### config.mk
export PLATFORM = sky130hd
export DESIGN_NAME = regfile_wb_sched
export DESIGN_NICKNAME = d
export VERILOG_FILES = /design/src/rtl/common_pkg.sv /design/src/rtl/wb_scoreboard.sv /design/src/rtl/regfile_wb_sched.sv
export SDC_FILE = /design/constraint.sdc
export NUM_CORES = 1
export LEC_CHECK = 0
export BUFFER_PORTS_ARGS = -buffer_cell sky130_fd_sc_hd__buf_2
export CAP_MARGIN = 20
export CORE_UTILIZATION = 38
export DETAILED_ROUTE_END_ITERATION = 16
export GPL_ROUTABILITY_DRIVEN = 0
export GPL_TIMING_DRIVEN = 0
export HOLD_SLACK_MARGIN = 0.03
export MAX_ROUTING_LAYER = met4
export PLACE_DENSITY = 0.69
export REMOVE_ABC_BUFFERS = 1
export SKIP_LAST_GASP = 1
export SLEW_MARGIN = 20
export SYNTH_ARGS = -nofsm -noshare
export SYNTH_HDL_FRONTEND = slang
export SYNTH_SLANG_ARGS = --single-unit
export TNS_END_PERCENT = 10
### constraint.sdc
create_clock -name i_clk -period 2.4 [get_ports i_clk]
set_clock_uncertainty 0.15 [all_clocks]
set_input_delay 0.12 -clock i_clk [delete_from_list [all_inputs] [get_ports i_clk]]
set_output_delay 0.12 -clock i_clk [all_outputs]
set_load 0.05 [all_outputs]
### src/rtl/common_pkg.sv
// Shared register-file types: register ids, widths and write-back port encoding.
package common_pkg;

    localparam int unsigned REG_NUM = 16;
    localparam int unsigned DATA_W  = 16;

    typedef enum logic [3:0] {
        R_ZR  = 4'd0,
        R_R1  = 4'd1,
        R_R2  = 4'd2,
        R_R3  = 4'd3,
        R_R4  = 4'd4,
        R_R5  = 4'd5,
        R_R6  = 4'd6,
        R_R7  = 4'd7,
        R_R8  = 4'd8,
        R_R9  = 4'd9,
        R_R10 = 4'd10,
        R_R11 = 4'd11,
        R_R12 = 4'd12,
        R_R13 = 4'd13,
        R_R14 = 4'd14,
        R_MEM = 4'd15
    } reg_id_e;

    typedef enum logic {
        PORT_ALU = 1'b0,
        PORT_LD  = 1'b1
    } wb_port_e;

    // Zero register and memory alias are never written and never tracked.
    function automatic logic is_real_reg(reg_id_e r);
        return (r != R_ZR) && (r != R_MEM);
    endfunction

endpackage

### src/rtl/wb_scoreboard.sv
// Pending-load scoreboard: one bit per register, set on load issue, cleared on committed write.
module wb_scoreboard
    import common_pkg::*;
(
    input  logic               clk_i,
    input  logic               rst_i,
    input  logic               issue_i,
    input  reg_id_e            issue_dest_i,
    input  logic               clr_i,
    input  reg_id_e            clr_dest_i,
    input  logic               ret_i,
    input  reg_id_e            ret_dest_i,
    input  reg_id_e            s1_i,
    input  reg_id_e            s2_i,
    input  reg_id_e            ab_i,
    input  reg_id_e            alu_dest_i,
    output logic               hazard_o,
    output logic               alu_blocked_o,
    output logic [REG_NUM-1:0] pending_o,
    output logic               err_o
);

    logic [REG_NUM-1:0] pend_d, pend_q;
    logic [REG_NUM-1:0] clr_mask, set_mask;
    logic               err_d, err_q;

    always_comb begin
        clr_mask = '0;
        set_mask = '0;
        err_d    = 1'b0;
        if (clr_i) begin
            clr_mask[clr_dest_i] = 1'b1;
        end
        // A register being cleared on this edge may be re-issued without error.
        if (issue_i && is_real_reg(issue_dest_i)) begin
            if (pend_q[issue_dest_i] && !clr_mask[issue_dest_i]) begin
                err_d = 1'b1;
            end else begin
                set_mask[issue_dest_i] = 1'b1;
            end
        end
        if (ret_i && is_real_reg(ret_dest_i) && !pend_q[ret_dest_i]) begin
            err_d = 1'b1;
        end
        pend_d = (pend_q & ~clr_mask) | set_mask;
    end

    always_ff @(posedge clk_i or posedge rst_i) begin
        if (rst_i) begin
            pend_q <= '0;
            err_q  <= 1'b0;
        end else begin
            pend_q <= pend_d;
            err_q  <= err_d;
        end
    end

    assign hazard_o      = pend_q[s1_i] | pend_q[s2_i] | pend_q[ab_i];
    assign alu_blocked_o = pend_q[alu_dest_i];
    assign pending_o     = pend_q;
    assign err_o         = err_q;

endmodule

### src/rtl/regfile_wb_sched.sv
// Write-back scheduler: round-robin share of the register-file write port between ALU and loads.
module regfile_wb_sched
    import common_pkg::*;
(
    input  logic              i_clk,
    input  logic              i_rst,
    input  logic              i_alu_valid,
    input  reg_id_e           i_alu_dest,
    input  logic [DATA_W-1:0] i_alu_data,
    output logic              o_alu_ready,
    input  logic              i_ld_issue,
    input  reg_id_e           i_ld_issue_dest,
    input  logic              i_ld_valid,
    input  reg_id_e           i_ld_dest,
    input  logic [DATA_W-1:0] i_ld_data,
    output logic              o_ld_ready,
    input  reg_id_e           i_s1_addr,
    input  reg_id_e           i_s2_addr,
    input  reg_id_e           i_ab_addr,
    output logic              o_hazard,
    output logic              o_wr_en,
    output reg_id_e           o_dest_addr,
    output logic [DATA_W-1:0] o_dest_data,
    output logic [REG_NUM-1:0] o_pending,
    output logic              o_sb_err
);

    wb_port_e          last_d, last_q;
    logic              wr_en_d, wr_en_q;
    reg_id_e           dest_addr_d, dest_addr_q;
    logic [DATA_W-1:0] dest_data_d, dest_data_q;
    logic              alu_blocked, alu_elig;
    logic              alu_gnt, ld_gnt;

    wb_scoreboard u_scoreboard (
        .clk_i         (i_clk),
        .rst_i         (i_rst),
        .issue_i       (i_ld_issue),
        .issue_dest_i  (i_ld_issue_dest),
        .clr_i         (wr_en_q),
        .clr_dest_i    (dest_addr_q),
        .ret_i         (ld_gnt),
        .ret_dest_i    (i_ld_dest),
        .s1_i          (i_s1_addr),
        .s2_i          (i_s2_addr),
        .ab_i          (i_ab_addr),
        .alu_dest_i    (i_alu_dest),
        .hazard_o      (o_hazard),
        .alu_blocked_o (alu_blocked),
        .pending_o     (o_pending),
        .err_o         (o_sb_err)
    );

    // WAW guard: an ALU write must not land before an older load to the same register.
    assign alu_elig = i_alu_valid & ~alu_blocked;

    always_comb begin
        alu_gnt = 1'b0;
        ld_gnt  = 1'b0;
        if (i_ld_valid && alu_elig) begin
            if (last_q == PORT_ALU) begin
                ld_gnt = 1'b1;
            end else begin
                alu_gnt = 1'b1;
            end
        end else begin
            ld_gnt  = i_ld_valid;
            alu_gnt = alu_elig;
        end
    end

    always_comb begin
        last_d      = last_q;
        wr_en_d     = 1'b0;
        dest_addr_d = dest_addr_q;
        dest_data_d = dest_data_q;
        if (ld_gnt) begin
            last_d      = PORT_LD;
            wr_en_d     = is_real_reg(i_ld_dest);
            dest_addr_d = i_ld_dest;
            dest_data_d = i_ld_data;
        end else if (alu_gnt) begin
            last_d      = PORT_ALU;
            wr_en_d     = is_real_reg(i_alu_dest);
            dest_addr_d = i_alu_dest;
            dest_data_d = i_alu_data;
        end
    end

    always_ff @(posedge i_clk or posedge i_rst) begin
        if (i_rst) begin
            last_q      <= PORT_ALU;
            wr_en_q     <= 1'b0;
            dest_addr_q <= R_ZR;
            dest_data_q <= '0;
        end else begin
            last_q      <= last_d;
            wr_en_q     <= wr_en_d;
            dest_addr_q <= dest_addr_d;
            dest_data_q <= dest_data_d;
        end
    end

    assign o_alu_ready = alu_gnt;
    assign o_ld_ready  = ld_gnt;
    assign o_wr_en     = wr_en_q;
    assign o_dest_addr = dest_addr_q;
    assign o_dest_data = dest_data_q;

endmodule

==> flow_summary.ini, run 1 <==
[status]
outcome = finished, violations left
violations = setup timing

[synthesis]
seq_area_frac_synth = 0.331
syn-cell-area_um2 = 2950
yosysWarnings = 0
ys_types = 43
synthCells = 266
syn_avg_cell_area_um2 = 11.1
ys_ff_latch = 39

[die]
dieArea_um2 = 8110
ios = 102
start_util = 0.400
die_x_um = 90.0
fp.coreArea_um2 = 7370
die_y_um = 90.0
rows = 31

[timing]
slew-limit-headroom = 0.421
hold_viol = 0
rsz0062_at_grt = true
finalCritPeriodShare = 1.06
clock.fmax_mhz = 394
layout_setup_ws_ns = -0.141
worstMarginPinSlew_ns = 0.869
timing.final.crit_period_ns = 2.54
finalSetupViolations = 2
setup_tns_ns = -0.179
drv_slew = 0

[critical_path]
cp-startpoint = u_scoreboard.pending_o[14]
crit_arrival_ns = 2.27
cp-end-kind = output port
criticalPathCategory = reg -> out
r2r-start = u_scoreboard.pending_o[6]
worstPathRequired_ns = 2.13
reg2reg_slack_ns = 0.07
r2r_cells = 6
r2r-end = o_dest_data[3]
startpoint_type = register
cp-endpoint = o_hazard
cp_max_fo = 7

[cells_and_area]
final_common_cell = buf_2
drive_gt1_frac = 0.499
n_antenna_cell = 0
layout_common_cells = 99 x buf_2, 25 x mux4_2, 24 x o21ai_0, 23 x dfrtp_1, 23 x buf_4
nNetsFinal = 465
synthToLayoutAreaGrowth_pct = 35.4
post-route-util = 0.541
stdcell_count = 504

[routing]
drc_errors = 0
ant_nets = 0
wl_per_cell_um = 19.9
via_count = 3100
drtPass1Iterations = 5
wl_mm = 10.0
vias_per_cell = 6.15
drtIter0Drc = 330

[global_route]
grt_use_total = 0.249
grt_pass1_wl_mm = 15.5
grt_max_degree = 45
grt-ovfl-total = 0
grt_pass1_vias = 2834
antenna_found_initial = 0

[placement]
hpwl_mm = 6.22
port-buffer-count = 101
place_inst = 447
pre_cts_ws_ns = -0.326

[pwr]
pwr-share-seq = 0.288
p_total_uw = 4400
pwr-share-comb = 0.614
power.switching_uw = 2250
pwr-share-clk = 0.098
cell_internal_pwr_uw = 2140
p_per_area_nw_per_um2 = 1100
ir_drop_mv = 0.645
p_sw_frac = 0.512
leakage_uw = 0.00166

[cts]
cts_sinks = 39
h-tree-depth = 2
cts_buffer_depth = 2
numCtsBuffers = 5
clk-insertion-delay-late_ns = 0.29
clkTransAtPathRegs_ns = 0.08
root_buffer = clkbuf_8
cts_tree = done

[hold_path]
hold_path.class = in -> reg

[job]
cap_viol_max_count = 0
-- logic make-up (layout without fill, tap and decap cells) --
group	Yosys count	after routing	synth area share
buf+inv	44	180	0.0969
xor+xnor	3	3	0.00892
flops	39	39	0.331
mux	34	34	0.223
compound gates	81	81	0.207
simple gates	65	68	0.132
-- area by class of cell --
class,instances,area (um2)
timing repair buffer,149,965
fill,675,3380
clock inverter,1,5.00
sequential,39,996
inverter,23,86.3
clock buffer,7,76.3
multi-input combinational,186,1740
tap,99,124
-- Yosys cell counts (all sizes together) --
master	n	area (um2)
a211oi	20	190
a21oi	2	10.0
a311oi	20	175
a31o	1	8.76
and2	1	6.26
and4	1	11.3
buf	11	97.6
clkbuf	6	56.3
dfrtp	39	976
dlygate4sd3	2	20.0
dlymetal6s2s	2	25.0
inv	23	86.3
mux2	4	45.0
mux2i	5	50.1
mux4	25	563
nand2	6	22.5
nand2b	4	25.0
nand3	7	47.6
nand3b	4	33.8
nand4	4	25.0
nand4b	1	8.76
nor2	6	22.5
nor3	21	105
nor4bb	1	10.0
o211ai	3	22.5
o21a	2	15.0
o21ai	24	120
o22ai	1	6.26
o31ai	6	45.0
o32ai	2	17.5
or2	2	12.5
or2b	1	8.76
or3	2	12.5
or3b	3	26.3
or4bb	1	11.3
xnor2	3	26.3
-- worst max-delay path, cell delays in order (launching register included) --
cell     delay, ns
dfrtp_2       0.47
mux4_2        0.47
mux4_2        0.48
or3_4         0.39
buf_6         0.16
-- through the flow --
| step | cell area (um2) | hold slack, ns |
|---|---|---|
| 3_3_place_gp | 3380 | 0.229 |
| 3_5_place_dp | 3420 | -0.00220 |
| 6_report | 3990 | 0.0419 |
| 2_1_floorplan | 2750 | 0.0679 |
| 4_1_cts | 3800 | 0.0355 |
| 5_1_grt | 3990 | 0.0427 |
-- worst min-delay path by stage --
stage,startpoint,depth (start not counted),to
after floorplan,i_ld_issue_dest[3],1,u_scoreboard.pending_o[1]
after global placement,i_ld_data[8],3,o_dest_data[8]
after detailed placement,i_rst,2,o_dest_data[7]
after CTS,i_alu_data[14],3,o_dest_data[14]
after global routing,i_alu_data[10],3,o_dest_data[10]
final,i_alu_data[14],3,o_dest_data[14]
-- routing by layer --
metal  vias up  share of wire  GRT usage
li1       1343              -          -
met1      1547           0.44      0.353
met2       186           0.47      0.361
met3        24          0.066     0.0406
met4         0          0.021     0.0887
met5         -              0          -
-- flip-flops by register name, summed over array words and instances (netlist names) --
name and flops:
last_q 1, o_dest_addr 4, o_dest_data 16, o_wr_en 1
u_scoreboard.err_o 1, u_scoreboard.pending_o 16
-- power by group through the flow --
stage | Combinational (uW) | Clock [uW] | Sequential [uW]
after floorplan | 914 | 0 | 1920
after global placement | 2200 | 0 | 1300
after detailed placement | 2250 | 0 | 1300
after CTS | 2350 | 439 | 1300
after global routing | 2820 | 466 | 1290
final | 2700 | 431 | 1270
-- what timing repair did --
| action | CTS | global route |
|---|---|---|
| hold buffers | 22 | 0 |
| endpoints found under the setup margin | 23 | 21 |
| hold endpoints to repair | 60 | 0 |
| cloned | 3 | 0 |
| pin swaps | 4 | 0 |
| buffers inserted | 5 | 19 |
| resized for setup | 7 | 19 |
Power figures use the tool's default switching activity.
==> run 2, diff against run 1 <==
--- a/config.mk
+++ b/config.mk
@@ -5,15 +5,15 @@
 export SDC_FILE = /design/constraint.sdc
 export NUM_CORES = 1
 export LEC_CHECK = 0
-export BUFFER_PORTS_ARGS = -buffer_cell sky130_fd_sc_hd__buf_2
 export CAP_MARGIN = 20
 export CORE_UTILIZATION = 38
 export DETAILED_ROUTE_END_ITERATION = 16
+export DONT_BUFFER_PORTS = 1
 export GPL_ROUTABILITY_DRIVEN = 0
 export GPL_TIMING_DRIVEN = 0
 export HOLD_SLACK_MARGIN = 0.03
 export MAX_ROUTING_LAYER = met4
-export PLACE_DENSITY = 0.69
+export PLACE_DENSITY = 0.58
 export REMOVE_ABC_BUFFERS = 1
 export SKIP_LAST_GASP = 1
 export SLEW_MARGIN = 20
==> run 2 against run 1 <==
The run still ends with setup timing left. Flip-flop and latch count stayed put. Design area is 8.2% lower. Combinational power is 53% lower. Sequential share of layout area is 2.6 points higher. Critical path depth is 1 lower. Clock-buffer cell count is 1 lower. Via count is 12% lower. Global-route usage is 1.0 points lower. Hold slack worse by 0.0096 ns. Power is 11% lower. Wire length is 7.2% lower. Final cell count is 18% lower.
==> flow_summary.ini, run 2 (synthesis results as in run 1) <==
[die]
start_util = 0.400
ios = 102
rows = 31
die_y_um = 90.0
dieArea_um2 = 8110
die_x_um = 90.0
fp.coreArea_um2 = 7370

[global_route]
grt_busiest_layer = met2
gr-usage-met2 = 0.348
grt_pass1_wl_mm = 14.7
gr-usage-met3 = 0.0584
grt_max_degree = 43
grtUsageMet1 = 0.327
antenna_found_initial = 0
grt_use_total = 0.239
grt_pass1_vias = 2606
grt-ovfl-total = 0

[routing]
drtPass1Iterations = 5
ant_nets = 0
drc_errors = 0
vias_per_cell = 6.57
drtIter0Drc = 250
wl_per_cell_um = 22.5
wl_mm = 9.31
via_count = 2722

[critical_path]
cp_max_fo = 8
r2r_cells = 6
startpoint_type = register
r2r-end = o_dest_data[14]
crit_arrival_ns = 2.34
cp-end-kind = output port
criticalPathCategory = reg -> out
r2r-start = u_scoreboard.pending_o[7]
reg2reg_slack_ns = -0.08
worstPathRequired_ns = 2.13

[cells_and_area]
synthToLayoutAreaGrowth_pct = 24.3
post-route-util = 0.497
n_fill_cell = 687
layout_common_cells = 49 x dlygate4sd3_1, 25 x mux4_2, 24 x o21ai_0, 21 x inv_1, 21 x nor3_1
drive_gt1_frac = 0.295
regArea_um2 = 1010
n_antenna_cell = 0
multi_input_area_um2 = 1730
nNetsFinal = 376
final_common_cell = dlygate4sd3_1

[cts]
numCtsBuffers = 5
cts_sinks = 39
clk-insertion-delay-late_ns = 0.29
root_buffer = clkbuf_8
cts_tree = done
h-tree-depth = 2
cts_buffer_depth = 2
clkTransAtPathRegs_ns = 0.08

[status]
outcome = finished, violations left
violations = setup timing

[timing]
hold_viol = 0
worstMarginPinSlew_ns = 0.566
finalSetupViolations = 20
clock.fmax_mhz = 383
layout_setup_ws_ns = -0.211
timing.final.crit_period_ns = 2.61
finalCritPeriodShare = 1.09
rsz0062_at_grt = true
drv_slew = 0
slew-limit-headroom = 0.621

[pwr]
p_per_area_nw_per_um2 = 1070
p_total_uw = 3920
leakage_uw = 0.00131
ir_drop_mv = 0.450

[job]
cap_viol_max_count = 0

[placement]
port-buffer-count = 0
hpwl_mm = 5.73
pre_cts_ws_ns = -0.579

[hold_path]
min_from = i_ld_dest[2]
hold_path.class = in -> reg
hold_depth = 4
hold_end = u_scoreboard.err_o
## run 2: cell types whose count changed in the layout (fill, tap and decap cells not counted), moves of 3 or more
cell           change
buf_4             -16
dlygate4sd3_1     +27
dfrtp_1            -5
buf_2             -99
dfrtp_4            +3
## run 2: final cells by class
cell class                      instances  area share
Clock inverter                          1     0.00137
Clock buffer                            6      0.0225
Sequential cell                        39       0.276
Multi-Input combinational cell        186       0.472
Inverter                               23      0.0246
Tap cell                               99      0.0338
Timing Repair Buffer                   60       0.170
## run 2: how the worst max path moves through the flow
stage,from,end,slack [ns]
floorplan,u_scoreboard.pending_o[13],last_q,-0.70
global placement,u_scoreboard.pending_o[12],last_q,-1.57
detailed placement,u_scoreboard.pending_o[7],last_q,-0.58
CTS,u_scoreboard.pending_o[15],o_hazard,-0.22
global route,u_scoreboard.pending_o[14],o_hazard,-0.25
finish,u_scoreboard.pending_o[14],o_hazard,-0.21
## run 2: metrics by stage
| step | std cells | TNS (ns) | hold slack (ns) | instance area [um2] |
|---|---|---|---|---|
| 2_1_floorplan | 245 | -11.49 | 0.0679 | 2750 |
| 3_3_place_gp | 344 | -32.87 | 0.0826 | 2870 |
| 3_5_place_dp | 346 | -11.77 | -0.107 | 2910 |
| 4_1_cts | 414 | -2.40 | 0.0345 | 3650 |
| 5_1_grt | 414 | -3.17 | 0.0758 | 3660 |
| 6_report | 414 | -1.11 | 0.0324 | 3660 |
## run 2: layer usage
metal | share of wire | vias up
met3 | 0.099 | 18
met2 | 0.45 | 169
met4 | 0.015 | 0
met1 | 0.43 | 1367
met5 | 0 | -
li1 | - | 1168
## run 2: worst max-delay path, cell delays in order, from the launching register on
cell	delay, ns
dfrtp_2	0.58
mux4_2	0.51
mux4_2	0.48
or3_4	0.47
## run 2: power breakdown
part | internal (uW) | leakage (uW) | switching (uW)
combinational | 695 | 0.000841 | 586
sequential | 904 | 0.000425 | 1280
clock | 226 | 0.0000470 | 228
total | 1820 | 0.00131 | 2090
## run 2: repair_timing
action | 4_1_cts | 5_1_grt
setup buffers | 8 | 0
resized for setup | 22 | 7
gates cloned | 3 | 0
hold buffers | 50 | 0
setup endpoints to repair | 38 | 39
pin swaps | 6 | 0
endpoints found under the hold margin | 76 | 0
==> run 3, diff against run 2 <==
--- a/config.mk
+++ b/config.mk
@@ -6,14 +6,15 @@
 export NUM_CORES = 1
 export LEC_CHECK = 0
 export CAP_MARGIN = 20
+export CELL_PAD_IN_SITES_DETAIL_PLACEMENT = 0
+export CELL_PAD_IN_SITES_GLOBAL_PLACEMENT = 1
 export CORE_UTILIZATION = 38
 export DETAILED_ROUTE_END_ITERATION = 16
 export DONT_BUFFER_PORTS = 1
 export GPL_ROUTABILITY_DRIVEN = 0
 export GPL_TIMING_DRIVEN = 0
 export HOLD_SLACK_MARGIN = 0.03
-export MAX_ROUTING_LAYER = met4
-export PLACE_DENSITY = 0.58
+export PLACE_DENSITY = 0.71
 export REMOVE_ABC_BUFFERS = 1
 export SKIP_LAST_GASP = 1
 export SLEW_MARGIN = 20
==> run 3 against run 2 <==
The flow still finishes with violations (setup timing). Critical endpoint unchanged. Combinational power about the same. Hold slack improved by 0.0015 ns. Largest cell class unchanged. Sequential share of layout area increased by 0.20 points. Clock power up 3%. Register-to-register slack got worse by 0.04 ns.
==> flow_summary.ini, run 3 (synthesis results as in run 1) <==
[status]
outcome = finished, violations left
violations = setup timing

[die]
die_y_um = 90.0
fp.coreArea_um2 = 7370
rows = 31
ios = 102
start_util = 0.400
die_x_um = 90.0
dieArea_um2 = 8110

[cts]
clk-insertion-delay-late_ns = 0.30
numCtsBuffers = 5
clkTransAtPathRegs_ns = 0.08
cts_sinks = 39
cts_buffer_depth = 2
h-tree-depth = 2
root_buffer = clkbuf_8
cts_tree = done

[hold_path]
hold_end = u_scoreboard.err_o
min_from = i_ld_dest[1]
hold_path.class = in -> reg
hold_depth = 4

[pwr]
power.switching_uw = 2130
p_per_area_nw_per_um2 = 1080
cell_internal_pwr_uw = 1830
ir_drop_mv = 0.469
pwr-share-clk = 0.118
p_sw_frac = 0.539
pwr-share-seq = 0.554
pwr-share-comb = 0.328
leakage_uw = 0.00130
p_total_uw = 3960

[critical_path]
cp_slowest_cell = dfrtp_4
r2r-start = u_scoreboard.pending_o[6]
worstPathRequired_ns = 2.13
reg2reg_slack_ns = -0.12
critical_path.most_common_cell = mux4_2
startpoint_type = register
path_depth = 3
r2r-end = o_dest_data[14]
cp_cell_sequence = mux4_2 > mux4_2 > or3_4
crit_arrival_ns = 2.35
critPathBufInv = 0
slowest_delay_ns = 0.60
r2r_cells = 7
cpLargestDelayFamily = multiplexers
criticalPathCategory = reg -> out
cp_max_fo = 8
cp-end-kind = output port

[cells_and_area]
stdcell_count = 411
layout_common_cells = 49 x dlygate4sd3_1, 25 x mux4_2, 24 x o21ai_0, 21 x inv_1, 21 x nor3_1
nNetsFinal = 373
drive_gt1_frac = 0.295
synthToLayoutAreaGrowth_pct = 24.0
n_antenna_cell = 0
n_fill_cell = 694
final_common_cell = dlygate4sd3_1

[global_route]
grt_busiest_layer = met2
grt_pass1_wl_mm = 16.0
grtUsageMet1 = 0.352
antenna_found_initial = 0
gr-usage-met3 = 0.0711
grt_pass1_vias = 2774
grt-ovfl-total = 0
grt_use_total = 0.255
gr-usage-met2 = 0.382
grt_max_degree = 43

[timing]
layout_setup_ws_ns = -0.220
timing.final.crit_period_ns = 2.62
rsz0062_at_grt = true
slew-limit-headroom = 0.605
clock.fmax_mhz = 382
worstMarginPinSlew_ns = 0.591
hold_viol = 0
finalCritPeriodShare = 1.09
finalSetupViolations = 20
setup_tns_ns = -1.13
drv_slew = 0

[routing]
wl_per_cell_um = 24.1
drtPass1Iterations = 4
wl_mm = 9.90
vias_per_cell = 6.45
ant_nets = 0
via_count = 2649
drtIter0Drc = 161
drc_errors = 0

[placement]
hpwl_mm = 5.88
port-buffer-count = 0
place_inst = 346

[job]
cap_viol_max_count = 0
[run 3: metal layers]
metal  vias to the layer above  part of all wire
li1                       1164                 -
met1                      1331              0.43
met2                       136              0.46
met3                        18             0.096
met4                         0             0.018
met5                         -                 0
[run 3: stage by stage]
stage                     worst slack, ns  instance area, um2  hold slack (ns)  utilization
after global placement              -1.63                2870           0.0812        0.389
after floorplan                    -0.701                2750           0.0679            -
after global routing               -0.256                3650           0.0641        0.496
after CTS                          -0.218                3630           0.0407        0.493
final                              -0.220                3650           0.0338        0.496
after detailed placement           -0.650                2910           -0.157        0.395
[run 3: cell type report]
class / instances / area, um2 / share of cell area
flip-flops and latches: 39 / 1010 / 0.278
clock buffers: 6 / 82.6 / 0.0226
multi-input cells: 186 / 1750 / 0.480
clock inverters: 1 / 5.00 / 0.00137
repair buffers: 57 / 583 / 0.160
well taps: 99 / 124 / 0.0339
inverters: 23 / 90.1 / 0.0247
[run 3: worst max path at each step]
stage,to,slack [ns],startpoint
CTS,o_hazard,-0.22,u_scoreboard.pending_o[13]
finish,o_hazard,-0.22,u_scoreboard.pending_o[12]
detailed placement,o_dest_addr[3],-0.65,u_scoreboard.pending_o[6]
global placement,last_q,-1.63,u_scoreboard.pending_o[13]
floorplan,last_q,-0.70,u_scoreboard.pending_o[13]
global route,o_hazard,-0.26,u_scoreboard.pending_o[7]
[run 3: power groups by stage]
stage,clock [uW],combinational [uW],sequential (uW)
5_1_grt,510,1400,2210
3_5_place_dp,0,1110,2130
6_report,467,1300,2190
4_1_cts,476,1280,2160
3_3_place_gp,0,1060,2120
2_1_floorplan,0,914,1920
[run 3: timing repair]
| action | in CTS | in global routing |
|---|---|---|
| gates resized for setup | 26 | 9 |
| setup buffers | 5 | 0 |
| endpoints found under the hold margin | 76 | 0 |
| cloned | 3 | 0 |
| pin swaps | 6 | 0 |
| endpoints found under the setup margin | 39 | 38 |
| hold buffers | 50 | 0 |
[run 3: worst reg2reg max path: stages (launching register included)]
cell and delay [ns]:
dfrtp_2 0.58, mux4_2 0.56, nand3b_4 0.13, and4_4 0.24
buf_4 0.16, buf_4 0.19, a211oi_1 0.09, a311oi_1 0.31
